==> config.mk <==
export PLATFORM = sky130hd
export DESIGN_NAME = data_peak_capture_buffer
export DESIGN_NICKNAME = d
export VERILOG_FILES = /design/src/rtl/data_peak_capture_buffer.sv
export SDC_FILE = /design/constraint.sdc
export NUM_CORES = 2
export LEC_CHECK = 0
export CAP_MARGIN = 20
export CORE_UTILIZATION = 45
export CTS_BUF_LIST = sky130_fd_sc_hd__clkbuf_4 sky130_fd_sc_hd__clkbuf_8
export CTS_CLUSTER_SIZE = 8
export DETAILED_ROUTE_END_ITERATION = 10
export PLACE_DENSITY = 0.57
export SKIP_LAST_GASP = 1
export SYNTH_ARGS = -nofsm -noshare
export SYNTH_HDL_FRONTEND = slang
export SYNTH_SLANG_ARGS = --single-unit
==> constraint.sdc <==
create_clock -name SysClk -period 10.2 [get_ports SysClk]
set_clock_uncertainty 0.2 [all_clocks]
set_input_delay 2.55 -clock SysClk [delete_from_list [all_inputs] [get_ports SysClk]]
set_output_delay 2.55 -clock SysClk [all_outputs]
set_load 0.02 [all_outputs]
==> src/rtl/data_peak_capture_buffer.sv <==
// data_peak_capture_buffer
// Captures multi-lane ADC words into a circular buffer that keeps PRE_WORDS
// words of history ahead of the trigger word. It tracks the peak sample of the
// post-trigger part of the window, then serialises the whole window one
// sample per read request.
// Optional build macro DATA_PEAK_SIGNED_EN: when defined, the peak search
// treats samples as two's-complement. Readout data is the same in both builds.
module data_peak_capture_buffer #(
  parameter int SAMPLE_W  = 8,
  parameter int LANES     = 4,
  parameter int DEPTH     = 64,
  parameter int PRE_WORDS = 8
) (
  input  logic                              SysClk,
  input  logic                              Reset_n,
  input  logic [LANES*SAMPLE_W-1:0]         DataIn,
  input  logic                              DataInValid,
  input  logic                              Arm,
  input  logic                              Trigger,
  input  logic                              DataRead,
  output logic                              DataAvailable,
  output logic                              DataValid,
  output logic [SAMPLE_W-1:0]               DataOut,
  output logic [SAMPLE_W-1:0]               PeakValue,
  output logic [$clog2(DEPTH*LANES)-1:0]    PeakIndex,
  output logic                              Busy
);

  localparam int AW         = $clog2(DEPTH);
  localparam int IW         = $clog2(DEPTH*LANES);
  localparam int LW         = (LANES > 1) ? $clog2(LANES) : 1;
  localparam int POST_WORDS = DEPTH - PRE_WORDS;

  typedef enum logic [2:0] {IDLE, FILL, ARMED, POST, READOUT} state_t;

  state_t                    state;
  logic [LANES*SAMPLE_W-1:0] mem [DEPTH];
  logic [AW-1:0]             wptr;
  logic [AW-1:0]             taddr;
  logic [AW-1:0]             fillCnt;
  logic [AW-1:0]             postCnt;
  logic [AW-1:0]             rdAddr;
  logic [LW-1:0]             rdLane;
  logic [IW-1:0]             rdCnt;
  logic [SAMPLE_W-1:0]       runMax;
  logic [IW-1:0]             runIdx;
  logic [SAMPLE_W-1:0]       wordMax;
  logic [IW-1:0]             wordOff;
  logic [IW-1:0]             wordIdx;
  logic [SAMPLE_W-1:0]       nextMax;
  logic [IW-1:0]             nextIdx;
  logic [LANES*SAMPLE_W-1:0] rdWord;
  logic [SAMPLE_W-1:0]       rdSample;
  logic                      wrEn;
  logic                      postWord;
  logic                      lastPost;
  logic                      rdAccept;

  // Strict "greater than" so that a tie keeps the earlier (lower index) sample
  function automatic logic sampleGreater(input logic [SAMPLE_W-1:0] a,
                                         input logic [SAMPLE_W-1:0] b);
`ifdef DATA_PEAK_SIGNED_EN
    return $signed(a) > $signed(b);
`else
    return a > b;
`endif
  endfunction

  assign wrEn     = DataInValid && (state == FILL || state == ARMED || state == POST);
  assign postWord = DataInValid && ((state == ARMED && Trigger) || state == POST);
  assign lastPost = (postCnt == AW'(POST_WORDS - 1));
  assign rdAccept = DataRead && DataAvailable;
  assign Busy     = (state != IDLE);

  // Peak of the incoming word across its lanes, merged with the running peak
  always_comb begin
    wordMax = DataIn[SAMPLE_W-1:0];
    wordOff = '0;
    for (int l = 1; l < LANES; l++) begin
      if (sampleGreater(DataIn[l*SAMPLE_W +: SAMPLE_W], wordMax)) begin
        wordMax = DataIn[l*SAMPLE_W +: SAMPLE_W];
        wordOff = IW'(l);
      end
    end
    wordIdx = IW'(PRE_WORDS*LANES) + IW'(postCnt) * IW'(LANES) + wordOff;
    if (postCnt == '0 || sampleGreater(wordMax, runMax)) begin
      nextMax = wordMax;
      nextIdx = wordIdx;
    end else begin
      nextMax = runMax;
      nextIdx = runIdx;
    end
  end

  // Lane select of the word at the current read address
  always_comb begin
    rdWord   = mem[rdAddr];
    rdSample = rdWord[SAMPLE_W-1:0];
    for (int l = 1; l < LANES; l++) begin
      if (rdLane == LW'(l)) rdSample = rdWord[l*SAMPLE_W +: SAMPLE_W];
    end
  end

  // Sample storage; left unreset so it can map onto block RAM
  always_ff @(posedge SysClk) begin
    if (wrEn) mem[wptr] <= DataIn;
  end

  // Capture/readout controller with registered outputs
  always_ff @(posedge SysClk or negedge Reset_n) begin
    if (!Reset_n) begin
      state         <= IDLE;
      wptr          <= '0;
      taddr         <= '0;
      fillCnt       <= '0;
      postCnt       <= '0;
      rdAddr        <= '0;
      rdLane        <= '0;
      rdCnt         <= '0;
      runMax        <= '0;
      runIdx        <= '0;
      DataAvailable <= 1'b0;
      DataValid     <= 1'b0;
      DataOut       <= '0;
      PeakValue     <= '0;
      PeakIndex     <= '0;
    end else begin
      DataValid <= 1'b0;
      if (wrEn) wptr <= wptr + 1'b1;
      case (state)
        IDLE: begin
          if (Arm) begin
            state     <= FILL;
            wptr      <= '0;
            fillCnt   <= '0;
            postCnt   <= '0;
            PeakValue <= '0;
            PeakIndex <= '0;
          end
        end
        FILL: begin
          if (DataInValid) begin
            fillCnt <= fillCnt + 1'b1;
            if (fillCnt == AW'(PRE_WORDS - 1)) state <= ARMED;
          end
        end
        ARMED, POST: begin
          if (postWord) begin
            if (state == ARMED) taddr <= wptr;
            runMax  <= nextMax;
            runIdx  <= nextIdx;
            postCnt <= postCnt + 1'b1;
            if (lastPost) begin
              // Window complete: publish the peak and rewind to the oldest word
              state         <= READOUT;
              DataAvailable <= 1'b1;
              PeakValue     <= nextMax;
              PeakIndex     <= nextIdx;
              rdAddr        <= ((state == ARMED) ? wptr : taddr) - AW'(PRE_WORDS);
              rdLane        <= '0;
              rdCnt         <= '0;
            end else if (state == ARMED) begin
              state <= POST;
            end
          end
        end
        READOUT: begin
          if (rdAccept) begin
            DataValid <= 1'b1;
            DataOut   <= rdSample;
            rdCnt     <= rdCnt + 1'b1;
            if (rdLane == LW'(LANES - 1)) begin
              rdLane <= '0;
              rdAddr <= rdAddr + 1'b1;
            end else begin
              rdLane <= rdLane + 1'b1;
            end
            if (rdCnt == IW'(DEPTH*LANES - 1)) begin
              DataAvailable <= 1'b0;
              state         <= IDLE;
            end
          end
        end
        default: state <= IDLE;
      endcase
    end
  end

endmodule
After elaboration in Yosys (flattened, before gate mapping). Memories as Yosys holds them, arrays and structs flattened. Index checks and enable logic that the tools add are counted.

Flip-flop bits (word level): 85. RAM bits: 2048. Input port bits: 38. Output and inout bits: 27. Logic and storage cells: 131. Memories: 1.

Memories: mem (depth 64, width 32, read ports 1, clocked after memory_dff 0, wr ports 1, RTL line 37) `logic [LANES*SAMPLE_W-1:0] mem [DEPTH];`.

Add/sub/neg operators: 9. $lt $le $gt $ge: 4. Eq/ne operators: 19. Mux-type cells: 59. Reductions and logical operators: 24.

Operators by type and width (number): $mux W8 (18); $mux W6 (11); $pmux W8 S2 (3); $pmux W6 S2 (3); $gt A8 B8 Y1 (4); $add A6 B1 Y6 const B (4); $mux W3 (8); $ne A2 B2 Y1 const B (7); $pmux W3 S4 (1); $reduce_and A5 Y1 (2); $mux W1 (9); $add A6 B8 Y8 const A (1); $add A8 B1 Y8 const B (1); $add A8 B8 Y8 (1); $eq A8 B8 Y1 const B (1); $mux W2 (4); $reduce_and A4 Y1 (2); $reduce_and A7 Y1 (1); $eq A3 B2 Y1 const B (2); $eq A6 B3 Y1 const B (1); $eq A6 B6 Y1 const B (1); $logic_not A6 Y1 (1); $reduce_and A3 Y1 (2); $reduce_bool A2 Y1 (3); 16 further kinds (24).

Logic depth before layout (Yosys ltp).
Depth after elaboration: 12. Mapped depth: 42.

Worst setup path before layout. No wires, ideal clock.

Path kind: input to register. Start: in DataIn[7]. End: reg PeakIndex[3]. Arrival time: 9.530 ns. Slack: 0.339 ns. Stages on the path: 37. Path buffers: 4. Path through: inv_1 > ha_1 > nand4_1 > o21ai_0 > and2_1 > buf_2 > mux2i_1 > ha_1 > and3_1 > o2111a_1 > nor3_1 > o211a_1 > or2_2 > buf_2 > buf_2 > o21ai_0 > ha_1 > nor2b_1 > o21a_1 > o21a_1 > o21ai_0 > a21o_1 > a22oi_1 > clkinv_1 > o211ai_1 > nand2_1 > ha_1 > nor2b_1 > o21a_1 > o21a_1 > o21ai_0 > a21oi_1 > a21oi_1 > clkbuf_1 > nor2_1 > a21oi_1 > o21ai_0.

Cells in the longest elaborated chain, start to end: 12.

RTL lines: from (decl) (RTL line 16) `input logic [LANES*SAMPLE_W-1:0] DataIn,`; $gt A8 B8 Y1 (RTL line 65) `return a > b;`; $mux W8 (RTL line 80) `if (sampleGreater(DataIn[l*SAMPLE_W +: SAMPLE_W], wordMax)) begin`; $gt A8 B8 Y1 (RTL line 65); $mux W8 (RTL line 80); $gt A8 B8 Y1 (RTL line 65); $mux W8 (RTL line 80); $gt A8 B8 Y1 (RTL line 65); $logic_or A1 B1 Y1 (RTL line 86) `if (postCnt == '0 || sampleGreater(wordMax, runMax)) begin`; $mux W8 (*) (RTL line 86); $mux W8 (*) (RTL line 153) `if (lastPost) begin`; $mux W8 (*) (RTL line 148) `if (postWord) begin`; $pmux W8 S2 (*) (RTL line 130) `case (state)`; to (signal assigned) (RTL line 158) `PeakIndex <= nextIdx;`; to (decl) (RTL line 25) `output logic [$clog2(DEPTH*LANES)-1:0] PeakIndex,`.

Every way passes the cells marked *; elsewhere a longest branch is shown, timed or not. The select of a mux whose other input is x is not followed. A chain may end at the register's enable or synchronous reset.

Worst setup path in the final report.
Start: in DataIn[1]. End: reg PeakIndex[0].

The elaborated chain is that of the path after synthesis.

==> flow_results.xml <==
<?xml version="1.0" encoding="UTF-8"?>
<metrics>
  <group name="timing">
    <metric name="post-route-period-util" unit="%">91.04</metric>
    <metric name="maxSlewHeadroom" unit="%">6.940</metric>
    <metric name="max_clock_freq" unit="MHz">107.7</metric>
    <metric name="hold_viol_final" unit="">0</metric>
    <metric name="timing.final.setup_violations" unit="">0</metric>
    <metric name="worst_pin_slew" unit="ns">1.396</metric>
    <metric name="maxSlewViolCount" unit="">0</metric>
    <metric name="setup_repair_after_global_routing_missed_its_margin" unit="">false</metric>
    <metric name="finalWorstPathRequiredPeriod" unit="ns">9.286</metric>
  </group>
  <group name="cells_and_area">
    <metric name="fillerInstances" unit="">14580</metric>
    <metric name="mostFrequentLayoutCells" unit="">2048 x sky130_fd_sc_hd__edfxtp_1, 634 x sky130_fd_sc_hd__mux4_2, 376 x sky130_fd_sc_hd__clkbuf_8</metric>
    <metric name="seqCellArea" unit="mm2">0.06364</metric>
    <metric name="layout.cells.non_filler" unit="">6796</metric>
    <metric name="multi_input_area" unit="mm2">0.01918</metric>
    <metric name="layout.cells.most_common" unit="">sky130_fd_sc_hd__edfxtp_1</metric>
    <metric name="layout.nets" unit="">4162</metric>
    <metric name="fraction_of_layout_instances_using_a_drive_strength_above_1" unit="%">33.33</metric>
    <metric name="synthToLayoutAreaGrowth" unit="%">13.41</metric>
  </group>
  <group name="detailed_routing">
    <metric name="postRouteWirelength" unit="um">242400</metric>
    <metric name="drt_first_iter_violations" unit="">5365</metric>
    <metric name="antenna_violating_nets_post_route" unit="">0</metric>
    <metric name="drc_errors" unit="">0</metric>
    <metric name="routed_via_density" unit="">6.100</metric>
    <metric name="total_iterations_of_the_first_detailed_routing_run" unit="">7</metric>
    <metric name="avgRoutedWirePerCell" unit="um">35.67</metric>
    <metric name="via_count" unit="">41460</metric>
  </group>
  <group name="synthesis">
    <metric name="synth_top_cell_by_area" unit="">sky130_fd_sc_hd__edfxtp_1</metric>
    <metric name="synthTopCellsByArea" unit="">sky130_fd_sc_hd__edfxtp_1 74%, sky130_fd_sc_hd__mux4_2 17%, sky130_fd_sc_hd__dfrtp_1 2.6%, sky130_fd_sc_hd__mux2i_1 0.71%, sky130_fd_sc_hd__nor2_1 0.64%</metric>
    <metric name="syn_nets" unit="">3767</metric>
    <metric name="yosysWarningCount" unit="">0</metric>
    <metric name="synth.yosys.seq_area_share" unit="%">76.39</metric>
    <metric name="netlist_area" unit="mm2">0.08329</metric>
    <metric name="asyncSetResetFlopFracSynth" unit="%">3.985</metric>
    <metric name="synthCells" unit="">3687</metric>
    <metric name="yosysTopAreaCellShare" unit="%">73.83</metric>
    <metric name="ys_types" unit="">58</metric>
    <metric name="ys_ff_latch" unit="">2133</metric>
    <metric name="number_of_synthesized_flops_with_an_enable_pin" unit="">2048</metric>
    <metric name="synth_area_per_cell" unit="um2">22.59</metric>
    <metric name="synth_ff_type" unit="">sky130_fd_sc_hd__edfxtp_1</metric>
  </group>
  <group name="cts">
    <metric name="cts_hold_repair.buffers" unit="">0</metric>
    <metric name="max-clock-path-buffers" unit="">4</metric>
    <metric name="postCtsSetupRepairBufs" unit="">0</metric>
    <metric name="clock_pin_transition_on_the_worst_setup_and_hold_timing_paths" unit="ns">0.06</metric>
    <metric name="clock_latency_at_the_later_pin_of_the_worst_skew_pair" unit="ns">1.04</metric>
    <metric name="clockRootBuffer" unit="">sky130_fd_sc_hd__clkbuf_8</metric>
    <metric name="cts_made_buffers" unit="">362</metric>
    <metric name="cts_num_sinks" unit="">2133</metric>
    <metric name="postCtsResizedCells" unit="">0</metric>
    <metric name="max_h_tree_level" unit="">5</metric>
    <metric name="tritoncts_clock_tree" unit="">done</metric>
  </group>
  <group name="setup_path">
    <metric name="critPathLaunchType" unit="">input port</metric>
    <metric name="crit_path_end" unit="">PeakIndex[0]$_DFFE_PN0P_</metric>
    <metric name="regToRegStartpoint" unit="">rdAddr[0]$_DFFE_PN0P_</metric>
    <metric name="r2r.worst_path.cells" unit="">10</metric>
    <metric name="crit_type" unit="">in2reg</metric>
    <metric name="timing.rr.end" unit="">DataOut[5]$_DFFE_PN0P_</metric>
    <metric name="worstPathArrival" unit="ns">10.02</metric>
    <metric name="critical_path_required" unit="ns">10.93</metric>
    <metric name="path_buf_inv" unit="">5</metric>
    <metric name="worst-path-max-fanout" unit="">19</metric>
    <metric name="cp-end-kind" unit="">register</metric>
    <metric name="ff2ff_setup_slack" unit="ns">4.71</metric>
    <metric name="startpoint" unit="">DataIn[1]</metric>
    <metric name="worst_path_dominant_cell_family" unit="">compound AO/OA/AOI/OAI gates</metric>
    <metric name="timing.critical_path.slowest_stage_cell" unit="">sky130_fd_sc_hd__or2_2</metric>
    <metric name="cp.depth" unit="">36</metric>
    <metric name="crit_path_max_incr_delay" unit="ns">0.37</metric>
  </group>
  <group name="run_status">
    <metric name="status" unit="">finished, final reports clean</metric>
  </group>
  <group name="worst_hold_path">
    <metric name="hold_path_class" unit="">reg2reg</metric>
  </group>
  <group name="place">
    <metric name="numPortBuffers" unit="">64</metric>
    <metric name="gp_congestion" unit="">0.8742</metric>
    <metric name="numPlacedInstances" unit="">6180</metric>
    <metric name="post-dp-hpwl" unit="um">136300</metric>
  </group>
  <group name="power">
    <metric name="power_per_cell_area" unit="mW/mm2">200.1</metric>
    <metric name="vdd_drop_max" unit="mV">0.1173</metric>
    <metric name="total_leakage_power" unit="nW">29.74</metric>
    <metric name="total_power" unit="mW">18.90</metric>
  </group>
  <group name="global_routing">
    <metric name="globalRouteTotalUtil" unit="%">26.24</metric>
    <metric name="grt_pass1_wl" unit="um">335300</metric>
    <metric name="globalRoute.totalOverflow" unit="">0</metric>
    <metric name="antenna_violations_before_repair" unit="">19</metric>
    <metric name="maximum_number_of_pins_on_one_net_before_global_route_repair" unit="">136</metric>
    <metric name="grt_pass1_vias" unit="">42070</metric>
  </group>
  <group name="floorplan">
    <metric name="rows" unit="">157</metric>
    <metric name="io-pin-count" unit="">65</metric>
    <metric name="initial_utilization" unit="%">45.40</metric>
    <metric name="dieArea" unit="mm2">0.1868</metric>
    <metric name="chipWidth" unit="um">432.2</metric>
    <metric name="die_y" unit="um">432.2</metric>
    <metric name="core_area" unit="mm2">0.1835</metric>
  </group>
  <group name="job">
    <metric name="drv.max_cap_violation_count" unit="">0</metric>
  </group>
</metrics>
worst min path at each step:
stage                          startpoint               endpoint  cells past startpoint
global route        runIdx[3]$_DFFE_PN0P_  runIdx[3]$_DFFE_PN0P_                      2
floorplan           runIdx[6]$_DFFE_PN0P_  runIdx[6]$_DFFE_PN0P_                      2
detailed placement  runIdx[4]$_DFFE_PN0P_  runIdx[4]$_DFFE_PN0P_                      2
finish              runIdx[6]$_DFFE_PN0P_  runIdx[6]$_DFFE_PN0P_                      2
CTS                  taddr[3]$_DFFE_PN0P_   taddr[3]$_DFFE_PN0P_                      2
global placement     taddr[3]$_DFFE_PN0P_   taddr[3]$_DFFE_PN0P_                      2
cell type report:
type                            count  area share, %
Sequential cell                  2133          67.38
Clock inverter                     98         0.4530
Timing Repair Buffer              220          1.915
Tap cell                         2464          3.264
Clock buffer                      507          6.519
Inverter                           37         0.1470
Multi-Input combinational cell   1328          20.30
Antenna cell                        9        0.02384
report_power, final:
part	switching, mW	total (mW)	internal, mW
clock network	3.32	7.20	3.88
registers	0.113	9.93	9.82
logic	1.12	1.77	0.648
state kept, by name (all words and copies together) (netlist names), 2 cells and up:
signal and flops:
PeakValue 8, taddr 6, rdCnt 8, runIdx 8, PeakIndex 8, state 3, rdAddr 6, DataOut 8
runMax 8, fillCnt 6, postCnt 6, wptr 6, rdLane 2, mem 2048
stage by stage:
| stage | hold slack, ns | worst slack (ns) | cell area (um2) | TNS [ns] | util (%) |
|---|---|---|---|---|---|
| floorplan | 0.2455 | 0.3385 | 83290 | 0 | - |
| global placement | 0.2645 | 0.006352 | 87740 | 0 | 47.82 |
| detailed placement | 0.2750 | -0.03857 | 87800 | -0.03857 | 47.85 |
| CTS | 0.2912 | 1.059 | 94390 | 0 | 51.44 |
| global route | 0.3113 | 0.4434 | 94460 | 0 | 51.48 |
| finish | 0.2865 | 0.9136 | 94460 | 0 | 51.49 |
tightest hold or removal path: cells and delay by family, from the launching register on:
family / cells / cell delay (ns)
simple gates: 2 / 0.11
flops: 1 / 0.34
cells by family after synthesis:
logic type | Yosys count | share of synthesized area [%]
compound gates | 235 | 1.798
xor+xnor | 19 | 0.1998
fa+ha+maj | 42 | 0.6309
buf+inv | 226 | 1.176
flops | 2133 | 76.39
mux | 706 | 18.03
simple gates | 326 | 1.780
Yosys cell counts (6+ instances only):
| cell type | number |
|---|---|
| sky130_fd_sc_hd__and3_1 | 7 |
| sky130_fd_sc_hd__o21a_1 | 6 |
| sky130_fd_sc_hd__o221ai_1 | 6 |
| sky130_fd_sc_hd__a31oi_1 | 17 |
| sky130_fd_sc_hd__buf_1 | 16 |
| sky130_fd_sc_hd__nor2_1 | 142 |
| sky130_fd_sc_hd__clkbuf_1 | 99 |
| sky130_fd_sc_hd__nand2b_1 | 7 |
| sky130_fd_sc_hd__a221oi_1 | 11 |
| sky130_fd_sc_hd__edfxtp_1 | 2048 |
| sky130_fd_sc_hd__ha_1 | 42 |
| sky130_fd_sc_hd__nand3_1 | 19 |
| sky130_fd_sc_hd__nor3_1 | 9 |
| sky130_fd_sc_hd__a21oi_1 | 49 |
| sky130_fd_sc_hd__and2_1 | 6 |
| sky130_fd_sc_hd__dfrtp_1 | 85 |
| sky130_fd_sc_hd__nor2b_1 | 18 |
| sky130_fd_sc_hd__buf_4 | 8 |
| sky130_fd_sc_hd__nand2_1 | 77 |
| sky130_fd_sc_hd__inv_1 | 36 |
| sky130_fd_sc_hd__mux2i_1 | 59 |
| sky130_fd_sc_hd__mux4_2 | 634 |
| sky130_fd_sc_hd__xor2_1 | 14 |
| sky130_fd_sc_hd__mux2_2 | 13 |
| sky130_fd_sc_hd__a21o_1 | 19 |
| sky130_fd_sc_hd__o211ai_1 | 13 |
| sky130_fd_sc_hd__nand4_1 | 14 |
| sky130_fd_sc_hd__o22ai_1 | 15 |
| sky130_fd_sc_hd__o21ai_0 | 61 |
| sky130_fd_sc_hd__buf_2 | 63 |
| sky130_fd_sc_hd__a211oi_1 | 14 |
layer usage:
metal / up-vias / global-route usage (%) / wire length (um)
li1: 16480 / - / -
met1: 22720 / 36.67 / 99040
met2: 1873 / 41.34 / 115200
met3: 383 / 5.636 / 20010
met4: 2 / 8.482 / 8207
met5: - / 0 / 13
Power figures use the tool's default switching activity.
